<file path="src/rtl/chip2chip_master_control.sv">
// Master-side control for the Chip2Chip request/ack/valid link.
// Build option: define ACK_TIMEOUT_EN to abort WAIT_ACK after TIMEOUT_CYCLES and raise a sticky timeout flag.
module chip2chip_master_control #(
  parameter int unsigned CNT_WIDTH      = 27,
  parameter int unsigned NOTICE_CYCLES  = 100_000_000,
  parameter int unsigned TIMEOUT_CYCLES = 100_000_000
) (
  input  logic       clk,
  input  logic       rst,
  input  logic       send,
  input  logic [2:0] data_sw,
  input  logic       ack,
  output logic       request,
  output logic       valid,
  output logic [2:0] data_out,
  output logic       notice,
  output logic       busy,
  output logic       timeout
);

  // state        | meaning
  // IDLE         | waiting for an accepted send pulse
  // WAIT_ACK     | request high, waiting for synchronized ack
  // WAIT_ACK_LOW | valid high with stable data, waiting for ack to drop
  // NOTICE       | transfer done, notice held for NOTICE_CYCLES
  typedef enum logic [1:0] {
    IDLE         = 2'd0,
    WAIT_ACK     = 2'd1,
    WAIT_ACK_LOW = 2'd2,
    NOTICE       = 2'd3
  } state_t;

`ifdef ACK_TIMEOUT_EN
  localparam bit TIMEOUT_EN = 1'b1;
`else
  localparam bit TIMEOUT_EN = 1'b0;
`endif

  localparam logic [CNT_WIDTH-1:0] NOTICE_LAST  = CNT_WIDTH'(NOTICE_CYCLES - 1);
  localparam logic [CNT_WIDTH-1:0] TIMEOUT_LAST = CNT_WIDTH'(TIMEOUT_CYCLES - 1);

  state_t               state_q, state_d;
  logic [CNT_WIDTH-1:0] cnt_q, cnt_d, cnt_inc;
  logic                 ack_meta_q, ack_s_q;
  logic                 request_q, request_d;
  logic                 valid_q, valid_d;
  logic [2:0]           data_out_q, data_out_d;
  logic                 notice_q, notice_d;
  logic                 busy_q, busy_d;
  logic                 timeout_q, timeout_d;

  // Saturate instead of wrapping so a missed compare can never restart the period.
  assign cnt_inc = (cnt_q == {CNT_WIDTH{1'b1}}) ? cnt_q : cnt_q + 1'b1;

  always_comb begin
    state_d    = state_q;
    cnt_d      = cnt_q;
    request_d  = request_q;
    valid_d    = valid_q;
    data_out_d = data_out_q;
    notice_d   = notice_q;
    busy_d     = busy_q;
    timeout_d  = timeout_q;
    case (state_q)
      IDLE: begin
        if (send) begin
          data_out_d = data_sw;
          request_d  = 1'b1;
          busy_d     = 1'b1;
          timeout_d  = 1'b0;
          cnt_d      = '0;
          state_d    = WAIT_ACK;
        end
      end
      WAIT_ACK: begin
        cnt_d = cnt_inc;
        if (ack_s_q) begin
          request_d = 1'b0;
          valid_d   = 1'b1;
          state_d   = WAIT_ACK_LOW;
        end else if (TIMEOUT_EN && (cnt_q >= TIMEOUT_LAST)) begin
          request_d = 1'b0;
          timeout_d = 1'b1;
          busy_d    = 1'b0;
          state_d   = IDLE;
        end
      end
      WAIT_ACK_LOW: begin
        if (!ack_s_q) begin
          valid_d  = 1'b0;
          notice_d = 1'b1;
          cnt_d    = '0;
          state_d  = NOTICE;
        end
      end
      NOTICE: begin
        cnt_d = cnt_inc;
        if (cnt_q >= NOTICE_LAST) begin
          notice_d = 1'b0;
          busy_d   = 1'b0;
          state_d  = IDLE;
        end
      end
      default: state_d = IDLE;
    endcase
  end

  always_ff @(posedge clk) begin
    if (rst) begin
      state_q    <= IDLE;
      cnt_q      <= '0;
      ack_meta_q <= 1'b0;
      ack_s_q    <= 1'b0;
      request_q  <= 1'b0;
      valid_q    <= 1'b0;
      data_out_q <= 3'b000;
      notice_q   <= 1'b0;
      busy_q     <= 1'b0;
      timeout_q  <= 1'b0;
    end else begin
      state_q    <= state_d;
      cnt_q      <= cnt_d;
      ack_meta_q <= ack;
      ack_s_q    <= ack_meta_q;
      request_q  <= request_d;
      valid_q    <= valid_d;
      data_out_q <= data_out_d;
      notice_q   <= notice_d;
      busy_q     <= busy_d;
      timeout_q  <= timeout_d;
    end
  end

  assign request  = request_q;
  assign valid    = valid_q;
  assign data_out = data_out_q;
  assign notice   = notice_q;
  assign busy     = busy_q;
  assign timeout  = timeout_q;

endmodule

</file>
<file path="config.mk">
export PLATFORM = sky130hd
export DESIGN_NAME = chip2chip_master_control
export DESIGN_NICKNAME = d
export VERILOG_FILES = /design/src/rtl/chip2chip_master_control.sv
export SDC_FILE = /design/constraint.sdc
export NUM_CORES = 1
export LEC_CHECK = 0
export CORE_MARGIN = 2
export CORE_UTILIZATION = 35
export CTS_BUF_LIST = sky130_fd_sc_hd__clkbuf_8
export CTS_CLUSTER_DIAMETER = 80
export DETAILED_ROUTE_END_ITERATION = 10
export PLACE_DENSITY = 0.55
export SETUP_SLACK_MARGIN = 0.5
export SYNTH_ARGS = -nofsm -noshare
export SYNTH_HDL_FRONTEND = slang
export SYNTH_SLANG_ARGS = --single-unit
</file>
<file path="constraint.sdc">
create_clock -name clk -period 2.5 [get_ports clk]
set_input_delay 0.375 -clock clk [delete_from_list [all_inputs] [get_ports clk]]
set_output_delay 0.375 -clock clk [all_outputs]
set_load 0.02 [all_outputs]
</file>
==> results of run 1 <==
-- layer usage --
layer  vias up  part of all wire
met3         9             0.019
met1       909              0.49
met5         -                 0
li1        986                 -
met4         0             0.015
met2        17              0.48
-- state kept, by name (all words and copies together), names as in the netlist --
| register | cells |
|---|---|
| request | 1 |
| notice | 1 |
| cnt_q | 27 |
| valid | 1 |
| state_q | 2 |
| ack_s_q | 1 |
| busy | 1 |
| data_out | 3 |
| ack_meta_q | 1 |
-- synth_stat cells, types with 2 or more instances --
| cell type | number | share of area |
|---|---|---|
| nor2b_1 | 2 | 0.0063 |
| or4_1 | 8 | 0.030 |
| a211oi_1 | 3 | 0.011 |
| nand2b_1 | 3 | 0.0095 |
| and3_1 | 4 | 0.013 |
| or3_1 | 13 | 0.041 |
| o31a_1 | 2 | 0.0088 |
| or2_2 | 2 | 0.0063 |
| nor4b_1 | 2 | 0.0088 |
| clkbuf_1 | 6 | 0.011 |
| mux2i_1 | 2 | 0.010 |
| nor3_1 | 6 | 0.015 |
| and2_1 | 3 | 0.0095 |
| buf_2 | 3 | 0.0076 |
| nor4_1 | 2 | 0.0063 |
| o211ai_1 | 5 | 0.019 |
| inv_1 | 3 | 0.0057 |
| o21ai_0 | 15 | 0.038 |
| and4_1 | 3 | 0.013 |
| dfxtp_1 | 38 | 0.38 |
| nand2_1 | 22 | 0.042 |
| a21oi_1 | 27 | 0.068 |
| nand3_1 | 20 | 0.050 |
| nor2_1 | 13 | 0.025 |
| o31ai_1 | 4 | 0.015 |
| o21a_1 | 3 | 0.011 |
| ha_1 | 6 | 0.038 |
| nand4_1 | 4 | 0.013 |
-- final cells by class --
| cell class | instances | area [µm²] | share of cell area |
|---|---|---|---|
| flip-flops and latches | 38 | 793 | 0.297 |
| well taps | 72 | 90.1 | 0.0338 |
| inverters | 3 | 13.8 | 0.00516 |
| repair buffers | 41 | 378 | 0.142 |
| multi-input cells | 191 | 1300 | 0.488 |
| clock inverters | 2 | 8.76 | 0.00328 |
| clock buffers | 6 | 82.6 | 0.0310 |
-- placed cells by master (no fill, tap or decap), types with 3 or more instances in the layout --
master and n:
nand3_1 19, nor2_1 12, o21ai_0 15, buf_4 24
nand2_1 20, and2_1 3, clkdlybuf4s50_1 13, nand4_1 4
or4_1 7, o31ai_1 4, ha_4 5, dfxtp_2 14
clkbuf_8 6, nor3_1 5, and3_1 3, o21a_1 3
a211oi_1 3, dfxtp_1 20, o211ai_1 5, or3_1 13
dfxtp_4 4, a21oi_1 26
-- power breakdown --
group	internal (W)	switching, W
registers	0.000673	0.0000551
clock network	0.000219	0.000224
logic	0.000354	0.000398
total	0.00125	0.000677
-- what timing repair did --
| item | in CTS | in global routing |
|---|---|---|
| setup buffers | 8 | 4 |
| cloned | 0 | 1 |
| pin swaps | 6 | 3 |
| resized for setup | 12 | 26 |
| hold endpoints to repair | 0 | 0 |
| endpoints found under the setup margin | 27 | 28 |
-- critical path: stages (launching register included) --
cell     delay [ps]
dfxtp_4         360
ha_4            150
nand2_4          60
or3_4           380
or4b_4          520
or4_1           410
nand2_1          70
-- through the flow --
step                worst slack (ps)  hold slack [ps]
floorplan                        487              414
detailed placement               280              434
global route                     425              476
finish                           499              445
CTS                              492              452
global placement                 290              423
-- cells by family after synthesis --
kind of cell | after synthesis | synth area share
buffers and inverters | 14 | 0.0303
multiplexers | 2 | 0.0101
adder cells (fa/ha/maj) | 6 | 0.0378
flip-flops | 38 | 0.383
XOR/XNOR | 2 | 0.00883
AO/OA/AOI/OAI | 67 | 0.207
other | 1 | 0.00189
AND/OR/NAND/NOR | 113 | 0.320
-- worst max-delay path by stage --
stage | to | slack [ps]
floorplan | cnt_q[19] | 490
global placement | cnt_q[24] | 290
detailed placement | cnt_q[24] | 280
CTS | cnt_q[24] | 490
global route | cnt_q[24] | 420
finish | cnt_q[24] | 500
==> summary.txt, run 1 <==
Outcome
  – Status: finished clean

Power
  – P_leak: roughly 0.94 nW
  – Pwr Total: 0.00192 W
  – Worst IR Drop VDD: ~0.29 mV
  – Power per cell area: between 700 and 800 mW/mm²

Worst setup path
  – Startpoint class of the critical path: flip-flop
  – FF-to-FF Start: cnt_q[0]
  – Worst r2r path cells: 6
  – Critical Path Fanout Max: 4
  – CP endpoint kind: flip-flop
  – WP data arrival: approximately 2200 ps
  – Crit Path Class: reg -> reg
  – Worst R2R End: cnt_q[24]
  – CP required: 2740 ps
  – Reg2Reg Setup Slack: ~500 ps
  – Crit. Startpoint: cnt_q[0]

Timing
  – Post-route clock period utilization: 0.800
  – Setup violations, final: 0
  – RSZ-0062 raised after global routing: yes
  – Final Slew Violations: 0
  – Fmax: 500 MHz
  – Setup TNS: 0 ps
  – Min Tclk post-route: roughly 2000 ps
  – Endpoints failing hold: 0
  – Clk_skew: 3.95 ps

Routing
  – First-pass detailed-route iteration total: 4
  – Vias: about 1900
  – Drt total wl: around 5200 µm
  – DR vias/cell: 5.44
  – Drt drc: 0
  – DR WL/cell: 14.7 µm
  – Post-route ant nets: 0
  – Initial DRC Count: 69

Layout
  – Layout area overhead: 34.4%
  – Layout Nets: just under 300
  – Fill cells: roughly 550
  – Design Area, Final: 0.00267 mm²
  – Final Core Density: 0.484
  – Layout Cells excl Fill: 353
  – Antenna diode count: 0
  – Layout cells sized above 1: 0.281

Logic synthesis
  – Async set-reset flop share out of synthesis: 0
  – Post-synth EDFFs: 0
  – Ys flop type: dfxtp_1
  – Yosys warning count: 0
  – Synthesized area: approximately 0.0020 mm²
  – Unique cell type count in the Yosys netlist: 47
  – Mapped Cells: between 200 and 250
  – Register area share after synthesis: 0.383
  – Syn nets: roughly 260
  – Syn avg cell area: 8.17 µm²
  – Post-synthesis register bit count: 38

Hold path
  – Class of the worst hold path: reg -> reg
  – Hold Path Sink: ack_s_q
  – Hold depth: 1
  – HP Start: ack_meta_q

Clock tree
  – Hold-fix buffers, CTS: 0
  – CTS Buf Count: 5
  – Clock root cell: clkbuf_8
  – Clk_lat worst skew: around 290 ps
  – Max Root-Sink Buffers: 2
  – # H-tree levels: 2
  – Worst-path clk slew: 80 ps
  – CTS tree: built
  – Clk sinks: 38

Die
  – Initial core utilization: 0.360
  – Row Count: 27
  – Height of the chip: a little under 80 µm
  – Die area: between 0.006 and 0.007 mm²
  – Core area: ~0.0055 mm²
  – Die W: 79.3 µm
  – Boundary pin count: 15

GRT
  – Gr ovfl total: 0
  – Initial antenna violation count: 0
  – First-pass GRT wire length: 8490 µm
  – Gr busiest metal: met2
  – Met3 Resource Use GR: 0.0341
  – Met2 usage in global routing: 0.286
  – Largest net degree at the start of global routing: 23
  – Vias in the first global route: approximately 1800
  – Gr usage total: 0.173
  – GR Util met1: 0.224

Run
  – Max Cap Viol: 0

Placed design
  – Final HPWL DP: 3570 µm
  – DP Cell Count: between 300 and 400
  – Gpl congestion: 0.803
  – Input/output buffers: 13
  – Placed Area: about 0.0023 mm²
No activity file was read; power rests on OpenSTA's default activity.
==> inputs of run 2 (changes only) <==
--- a/config.mk
+++ b/config.mk
@@ -10,7 +10,7 @@
 export CTS_BUF_LIST = sky130_fd_sc_hd__clkbuf_8
 export CTS_CLUSTER_DIAMETER = 80
 export DETAILED_ROUTE_END_ITERATION = 10
-export PLACE_DENSITY = 0.55
+export PLACE_DENSITY = 0.57
 export SETUP_SLACK_MARGIN = 0.5
 export SYNTH_ARGS = -nofsm -noshare
 export SYNTH_HDL_FRONTEND = slang
==> constraint.sdc (replaced) <==
create_clock -name clk -period 1.75 [get_ports clk]
set_input_delay 0.2625 -clock clk [delete_from_list [all_inputs] [get_ports clk]]
set_output_delay 0.2625 -clock clk [all_outputs]
set_load 0.02 [all_outputs]
==> summary.txt, run 2 (synthesis gave the netlist of run 1 again) <==
Timing
  – RSZ-0062 raised after global routing: yes
  – Final Slew Violations: 0 (unchanged)
  – Min Tclk post-route: 2010 ps (+6.70 ps)
  – Post-route clock period utilization: 1.15 (+0.347)
  – Setup violations, final: 27 (+27)
  – Fmax: 498 MHz (-0.33%)
  – Setup TNS: -5570 ps (-5570 ps)
  – Worst hold margin: 451 ps (+6.59 ps)
  – Fin worst setup slack: -257 ps (-757 ps)
  – Endpoints failing hold: 0 (unchanged)
  – Clk_skew: 3.27 ps (-0.679 ps)

Layout
  – Layout Nets: 340 (+16%)
  – Largest register FFs: 27 (unchanged)
  – Fill cells: 497 (-10%)
  – Commonest non-fill, non-tap cells in the layout: buf_4, dfxtp_1, a21oi_1, nand3_1, nand2_1
  – Final Core Density: 0.579 (+0.0943)
  – Reg with most FFs: cnt_q
  – Layout cells sized above 1: 0.436 (+0.155)
  – Design Area, Final: 0.00319 mm² (+19%)
  – Layout area overhead: 60.6%
  – Antenna diode count: 0 (unchanged)
  – Most common cell after layout, fill and taps aside: buf_4

Die
  – Die W: 79.3 µm (unchanged)
  – Initial core utilization: 0.360 (unchanged)
  – Height of the chip: 79.3 µm (unchanged)
  – Boundary pin count: 15 (unchanged)
  – Die area: 0.00629 mm² (unchanged)
  – Core area: 0.00551 mm² (unchanged)
  – Row Count: 27 (unchanged)

Clock tree
  – Clk_lat worst skew: 290 ps (about the same)
  – Max Root-Sink Buffers: 2 (unchanged)
  – Clk sinks: 38 (unchanged)
  – Clock root cell: clkbuf_8
  – CTS tree: built
  – # H-tree levels: 2 (unchanged)
  – CTS Buf Count: 5 (unchanged)
  – Worst-path clk slew: 70 ps (about the same)

GRT
  – Met3 Resource Use GR: 0.0273 (-0.00682)
  – Gr usage total: 0.183 (+0.0103)
  – Gr busiest metal: met2
  – Vias in the first global route: 1998 (+9.7%)
  – Largest net degree at the start of global routing: 18 (-22%)
  – Gr ovfl total: 0 (unchanged)
  – Initial antenna violation count: 0 (unchanged)
  – Met2 usage in global routing: 0.292 (+0.00593)
  – GR Util met1: 0.245 (+0.0210)
  – First-pass GRT wire length: 9020 µm (+6.3%)

Placed design
  – Final HPWL DP: 3880 µm (+8.8%)
  – Input/output buffers: 13 (unchanged)
  – Placed Area: 0.00280 mm² (+19%)
  – Gpl congestion: 0.815 (+1.4%)
  – Pre-CTS WS: -264 ps (-544 ps)

Routing
  – Vias: 2100 (+9.3%)
  – First-pass detailed-route iteration total: 4 (unchanged)
  – DR WL/cell: 13.9 µm (-5.5%)
  – Post-route ant nets: 0 (unchanged)
  – Initial DRC Count: 87 (+26%)
  – Drt total wl: 5560 µm (+7.1%)
  – DR vias/cell: 5.25 (-3.5%)
  – Drt drc: 0 (unchanged)

Run
  – Max Cap Viol: 0 (unchanged)

Worst setup path
  – Critical Path Fanout Max: 17 (+13)
  – WP data arrival: 2200 ps (-40 ps)
  – CP endpoint kind: flip-flop
  – Crit Path Class: reg -> reg
  – Startpoint class of the critical path: flip-flop
  – CP required: 1940 ps (-800 ps)

Power
  – P_leak: 1.23 nW (+30%)
  – Sw frac: 0.353 (+0.000673)
  – Gate power share: 0.442 (+0.051)
  – Reg power frac: 0.348 (-0.031)
  – Psw: 0.00105 W (+55%)
  – Worst IR Drop VDD: 0.719 mV (+150%)
  – Internal power: 0.00193 W (+55%)
  – Clock network power share: 0.210 (-0.020)
  – Power per cell area: 935 mW/mm² (+30%)

Outcome
  – Failing checks: negative setup slack
  – Status: finished, violations left

Hold path
  – Class of the worst hold path: reg -> reg
-- run 2: changes by cell type in the layout (fill, tap and decap cells not counted), sizes merged --
cell | previous run | this run
clkdlybuf4s50 | 13 | 6
buf | 27 | 75
clkbuf | 7 | 8
clkdlybuf4s15 | 0 | 3
dlygate4sd2 | 0 | 2
-- run 2: timing repair --
item                       4_1_cts  5_1_grt
hold buffers                     0        0
pin swaps                       13        9
gates resized for setup         38       28
setup endpoints to repair       42       40
gates cloned                     2        0
buffers inserted                 5        5
-- run 2: power by group through the flow --
stage                     Combinational [W]  Sequential, W  Clock (W)
final                               0.00132        0.00104   0.000626
after CTS                           0.00121        0.00104   0.000646
after global placement              0.00112        0.00105          0
after floorplan                    0.000619        0.00112          0
after global routing                0.00143        0.00105   0.000678
after detailed placement            0.00112        0.00106          0
-- run 2: through the flow --
stage	cells	power, W
after CTS	395	0.00290
after global placement	380	0.00218
after global routing	400	0.00315
after detailed placement	380	0.00218
after floorplan	243	0.00173
final	400	0.00298
-- run 2: worst max-delay path, cell delays in order, from the launching register on --
cell	delay, ps
dfxtp_4	370
inv_4	60
ha_4	130
nor2_4	40
or4b_4	560
buf_6	140
o31ai_4	220
buf_12	180
nor4_1	50
o21a_1	160
-- run 2: area by class of cell --
| class | instances | area, µm² | share of cell area |
|---|---|---|---|
| Clock buffer | 6 | 82.6 | 0.0259 |
| Sequential cell | 38 | 783 | 0.246 |
| Multi-Input combinational cell | 191 | 1480 | 0.463 |
| Timing Repair Buffer | 88 | 731 | 0.229 |
| Inverter | 3 | 16.3 | 0.00510 |
| Tap cell | 72 | 90.1 | 0.0283 |
| Clock inverter | 2 | 8.76 | 0.00275 |
-- run 2: routing by layer --
layer  part of all wire  wire, µm
met3              0.023       128
met1               0.49      2720
met4              0.012        68
met5                  0         0
met2               0.48      2650
-- run 2: worst paths after layout --
kind	start	endpoint	slack (ps)	depth (start not counted)
hold / removal	ack_meta_q	ack_s_q	450	1
hold reg to reg	ack_meta_q	ack_s_q	450	1
setup / recovery	state_q[1]	cnt_q[19]	-260	9
setup reg to reg	state_q[1]	cnt_q[19]	-260	9
==> inputs of run 3 (changes only) <==
--- a/config.mk
+++ b/config.mk
@@ -5,6 +5,7 @@
 export SDC_FILE = /design/constraint.sdc
 export NUM_CORES = 1
 export LEC_CHECK = 0
+export CAP_MARGIN = 10
 export CORE_MARGIN = 2
 export CORE_UTILIZATION = 35
 export CTS_BUF_LIST = sky130_fd_sc_hd__clkbuf_8
==> results of run 3 <==
Same layout as run 2: the final DEF is identical, and so are final timing and power.
